### src/rtl/serial_adder_pkg.sv
// serial_adder_pkg
//   Shared definitions for the bit-serial adder: FSM state encoding and
//   the default operand width.
package serial_adder_pkg;

  localparam int DEFAULT_WIDTH = 8;

  typedef enum logic [1:0] {
    ST_IDLE = 2'd0,
    ST_RUN  = 2'd1,
    ST_DONE = 2'd2
  } state_t;

endpackage

### src/rtl/serial_adder_full_adder.sv
// full_adder
//   Single-bit full adder cell used by the serial adder for all addition.
//   Ports:
//     A, B  : operand bits
//     C     : carry in
//     Sum   : A ^ B ^ C
//     Carry : majority(A, B, C)
module full_adder (
  input  logic A,
  input  logic B,
  input  logic C,
  output logic Carry,
  output logic Sum
);

  assign Sum   = A ^ B ^ C;
  assign Carry = (A & B) | (A & C) | (B & C);

endmodule

### src/rtl/serial_adder.sv
// serial_adder
//   Bit-serial ripple adder. Accepts two WIDTH-bit operands and a carry-in
//   over a valid/ready handshake, then adds one bit pair per clock (LSB
//   first) through a single full_adder cell, holding the carry in a flop.
//   Ports:
//     clk, rst_n          : clock, async active-low reset
//     in_valid / in_ready : operand handshake (a, b, cin)
//     out_valid/out_ready : result handshake (sum, cout, ovf)
//     sum                 : a + b + cin mod 2^WIDTH
//     cout                : unsigned carry-out
//     ovf                 : signed overflow (carry into MSB ^ carry out of MSB)
//
//   state   | meaning
//   --------+-----------------------------------------------------------
//   ST_IDLE | ready for operands, result registers hold the last result
//   ST_RUN  | one bit pair per cycle through the cell, WIDTH cycles
//   ST_DONE | result valid and stable until out_ready
module serial_adder
  import serial_adder_pkg::*;
#(
  parameter int WIDTH = DEFAULT_WIDTH
) (
  input  logic             clk,
  input  logic             rst_n,
  input  logic             in_valid,
  output logic             in_ready,
  input  logic [WIDTH-1:0] a,
  input  logic [WIDTH-1:0] b,
  input  logic             cin,
  output logic             out_valid,
  input  logic             out_ready,
  output logic [WIDTH-1:0] sum,
  output logic             cout,
  output logic             ovf
);

  localparam int CW = $clog2(WIDTH);
  localparam logic [CW-1:0] CNT_LAST = CW'(WIDTH - 1);

  state_t state_q, state_d;

  logic [WIDTH-1:0] a_sh, b_sh, sum_sh, sum_q;
  logic             carry;
  logic [CW-1:0]    cnt;
  logic             cout_q, ovf_q;
  logic             fa_carry, fa_sum;
  logic             accept, last_bit;

  full_adder u_fa (
    .A     (a_sh[0]),
    .B     (b_sh[0]),
    .C     (carry),
    .Carry (fa_carry),
    .Sum   (fa_sum)
  );

  assign accept   = (state_q == ST_IDLE) && in_valid;
  assign last_bit = (state_q == ST_RUN) && (cnt == CNT_LAST);

  always_ff @(posedge clk or negedge rst_n) begin
    if (!rst_n) begin
      state_q <= ST_IDLE;
    end else begin
      state_q <= state_d;
    end
  end

  always_comb begin
    state_d = state_q;
    case (state_q)
      ST_IDLE: if (in_valid)  state_d = ST_RUN;
      ST_RUN:  if (last_bit)  state_d = ST_DONE;
      ST_DONE: if (out_ready) state_d = ST_IDLE;
      default:                state_d = ST_IDLE;
    endcase
  end

  // sum_sh is a working register; the visible result lives in sum_q so it
  // stays put during the next RUN until that operation completes.
  always_ff @(posedge clk or negedge rst_n) begin
    if (!rst_n) begin
      a_sh   <= '0;
      b_sh   <= '0;
      sum_sh <= '0;
      sum_q  <= '0;
      carry  <= 1'b0;
      cnt    <= '0;
      cout_q <= 1'b0;
      ovf_q  <= 1'b0;
    end else if (accept) begin
      a_sh  <= a;
      b_sh  <= b;
      carry <= cin;
      cnt   <= '0;
    end else if (state_q == ST_RUN) begin
      sum_sh <= {fa_sum, sum_sh[WIDTH-1:1]};
      a_sh   <= a_sh >> 1;
      b_sh   <= b_sh >> 1;
      carry  <= fa_carry;
      cnt    <= cnt + 1'b1;
      if (last_bit) begin
        sum_q  <= {fa_sum, sum_sh[WIDTH-1:1]};
        cout_q <= fa_carry;
        // carry currently holds the carry into the MSB
        ovf_q  <= carry ^ fa_carry;
      end
    end
  end

  assign in_ready  = (state_q == ST_IDLE);
  assign out_valid = (state_q == ST_DONE);
  assign sum       = sum_q;
  assign cout      = cout_q;
  assign ovf       = ovf_q;

endmodule

### config.mk
export PLATFORM = sky130hd
export DESIGN_NAME = serial_adder
export DESIGN_NICKNAME = d
export VERILOG_FILES = /design/src/rtl/serial_adder_pkg.sv /design/src/rtl/serial_adder_full_adder.sv /design/src/rtl/serial_adder.sv
export SDC_FILE = /design/constraint.sdc
export NUM_CORES = 1
export LEC_CHECK = 0
export CAP_MARGIN = 20
export CORE_UTILIZATION = 30
export DETAILED_ROUTE_END_ITERATION = 8
export GPL_TIMING_DRIVEN = 0
export MAX_ROUTING_LAYER = met4
export PLACE_DENSITY = 0.61
export REMOVE_ABC_BUFFERS = 1
export SLEW_MARGIN = 20
export SYNTH_ARGS = -nofsm -noshare
export SYNTH_HDL_FRONTEND = slang
export SYNTH_SLANG_ARGS = --single-unit
### constraint.sdc
create_clock -name clk -period 1.81 [get_ports clk]
set_input_delay 0.543 -clock clk [delete_from_list [all_inputs] [get_ports clk]]
set_output_delay 0.543 -clock clk [all_outputs]
set_load 0.02 [all_outputs]
==> results.yml <==
synthesis:
  count_of_mapped_cells_out_of_synthesis: 140
  yosys-top-cells-count: "39 x dfrtp_1, 27 x o22ai_1, 16 x mux2_2, 14 x a21oi_1, 8 x o21ai_0"
  ys_dominant_reg_cell: "dfrtp_1"
  yosysWarnings: 0
  yosysTopAreaCellShare: 0.579
  syn_area_per_cell_um2: 12.0
  synth.yosys.seq_area_share: 0.579
  synth_most_common_cell: "dfrtp_1"
  syn-cell-area_um2: 1690
  synth-async-reset-ratio: 1.00
  yosys-top-cells-area: "dfrtp_1 58%, mux2_2 11%, o22ai_1 10%"
  yosys.cell_types.count: 23
  yosys_register_bits: 39
  synth_top_area_cell: "dfrtp_1"
  edff_count_synth: 0
power:
  cellInternalPower_w: 0.00235
  netSwitchingFraction: 0.355
  power.leakage_nw: 0.966
  ir_drop_mv: 0.573
  seq_power_share: 0.434
  total_power_w: 0.00364
  power.share.clock: 0.152
  powerDensity_nw_per_um2: 1670
  power_frac_comb: 0.415
  power_dissipated_by_switching_net_loads_w: 0.00129
sta:
  timing.max_slew.rel_slack: 0.476
  max_slew_violation_total_from_the_final_report: 0
  worst_slew_pin_tran_ns: 0.785
  setup_viol: 0
  setup_ws_ns: 0.0446
  timing.clock.skew_ns: 0.00343
  finalWorstPathRequiredPeriod_ns: 1.77
  fin_crit_sh: 0.975
  fin_worst_hold_slack_ns: 0.0843
  rsz0062_at_grt: "false"
  maxClockFrequency_mhz: 566
  final-hold-violation-count: 0
floorplanning:
  initial_utilization: 0.320
  chipHeight_um: 77.0
  design.die.area_um2: 5930
  chipWidth_um: 77.0
  rows: 26
  core_um2: 5270
  io-pin-count: 33
setup_path:
  setup.worst_path.class: "flop to output pin"
  largest_fanout_of_any_net_on_the_critical_path: 2
  crit_path_start_kind: "flop"
  critPathBufInv: 1
  worstPathCellList: "clkdlybuf4s50_1"
  worstPathArrival_ns: 1.22
  required_ns: 1.27
  cp_top_family: "buffers and inverters"
  slowest_stage: "clkdlybuf4s50_1"
  worst_setup_path_end_kind: "output pin"
  slowest_delay_ns: 0.60
grt:
  global_route.overflow_total: 0
  pin_count_of_the_biggest_net_entering_global_routing: 34
  grt_pass1_vias: 1272
  initial_antenna_violation_count: 0
  grt_first_pass_wirelength_mm: 6.05
  grt_util_all_layers: 0.138
routing:
  drt-wirelength-per-cell_um: 15.0
  antenna_violation_net_count_after_detailed_routing: 0
  vias: 1252
  wirelength_mm: 3.67
  viasPerCell: 5.11
  drt-initial-drc-count: 71
  detailedRoute.firstPassIterationCount: 4
  detail_route.drc_violations: 0
flow_run:
  max_cap_violations: 0
cts:
  clock_sink_count: 39
  clk_latency_ns: 0.29
  clock-root-buffer: "clkbuf_8"
  cts_tree: "yes"
  cts.path.max_buffers: 2
  cts_inserted_buffers: 5
  clk_pin_slew_worst_paths_ns: 0.07
  cts_hold_buffers: 0
  cts_htree_levels: 2
finish:
  antenna_cells_inserted: 0
  finalNonFillerCells: 245
  nFillCells: 505
  area_growth_pct: 29.5
  fraction_of_layout_cells_with_a_size_suffix_above_1: 0.206
  design.final.nets: 198
placed_design:
  buffer_ports.inserted: 32
  dp_hpwl_mm: 2.42
  dpl_worst_slack_ns: -0.438
  number_of_cells_after_detailed_placement: 233
  place_congestion: 0.715
min_path:
  min_path_type: "input pin to asynchronous set/reset pin"
outcome:
  outcome: "finished, final reports clean"
==> worst paths after layout <==
kind | endpoint | slack, ns | start | depth (start not counted)
min in group clk | sum[2] | 0.50 | sum[2] | 1
max | sum[7] | 0.04 | sum[7] | 1
min reg2reg | sum[2] | 0.50 | sum[2] | 1
max reg2reg | sum[4] | 0.11 | cnt[0] | 4
min | sum[2] | 0.08 | rst_n | 1
max in group asynchronous | state_q[0] | 1.30 | rst_n | 2
==> sequential cells by signal, summed over array words and instances (netlist names) <==
register and flops:
ovf 1, b_sh 8, sum 8, cout 1
a_sh 8, state_q 2, sum_sh 7, cnt 3
carry 1
==> worst reg2reg max path: cells and delay by family, from the launching register on <==
kind          cells  cell delay, ns
mux               1            0.40
fa+ha+maj         2            0.40
simple gates      1            0.39
flops             1            0.40
==> kinds of logic after synthesis <==
logic type | after synthesis | share of synthesized area
buf+inv | 12 | 0.0408
xor+xnor | 1 | 0.00519
simple gates | 15 | 0.0497
flops | 39 | 0.579
mux | 16 | 0.107
fa+ha+maj | 3 | 0.0267
compound gates | 54 | 0.192
==> power by group through the flow <==
stage / combinational [W] / sequential, W / clock [W]
floorplan: 0.000849 / 0.00166 / 0
global placement: 0.00140 / 0.00158 / 0
detailed placement: 0.00147 / 0.00161 / 0
CTS: 0.00149 / 0.00159 / 0.000579
global route: 0.00166 / 0.00163 / 0.000611
finish: 0.00151 / 0.00158 / 0.000552
==> metrics by stage <==
stage	area [um^2]	util	TNS [ns]
floorplan	1630	-	0
global route	2180	0.415	0
finish	2180	0.415	0
global placement	2030	0.386	-32.45
CTS	2150	0.407	0
detailed placement	2050	0.389	-7.92
==> metal layers <==
| metal | global-route usage | part of all wire | vias up |
|---|---|---|---|
| met5 | - | 0 | - |
| met4 | 0.0717 | 0.019 | 0 |
| met3 | 0.0405 | 0.053 | 7 |
| met2 | 0.214 | 0.48 | 31 |
| met1 | 0.162 | 0.45 | 622 |
| li1 | - | - | 592 |
==> placed cells by master, fill, tap and decap left out, types with 2 or more instances in the layout <==
cell type,instances
dfrtp_1,37
o22ai_1,27
clkdlybuf4s50_1,20
mux2_2,16
a21oi_1,14
o21ai_0,8
dlymetal6s2s_1,8
nor2_1,5
clkbuf_8,5
buf_4,4
nand2_1,3
nand2b_1,2
nand3b_1,2
a22o_1,2
ha_1,2
clkbuf_1,2
dfrtp_2,2
==> final cells by class <==
| type | count | area, um^2 | share of cell area |
|---|---|---|---|
| clock buffers | 7 | 76.3 | 0.0349 |
| clock inverters | 1 | 5.00 | 0.00229 |
| inverters | 2 | 12.5 | 0.00573 |
| multi-input cells | 89 | 644 | 0.295 |
| flip-flops and latches | 39 | 978 | 0.448 |
| well taps | 70 | 87.6 | 0.0401 |
| repair buffers | 37 | 380 | 0.174 |
==> what timing repair did <==
| action | in CTS | in global routing |
|---|---|---|
| pin swaps | 0 | 1 |
| gates cloned | 0 | 0 |
| buffers inserted | 1 | 3 |
| resized for setup | 11 | 9 |
| endpoints found under the setup margin | 27 | 19 |
Note: power is estimated with default switching activity, not from simulation.
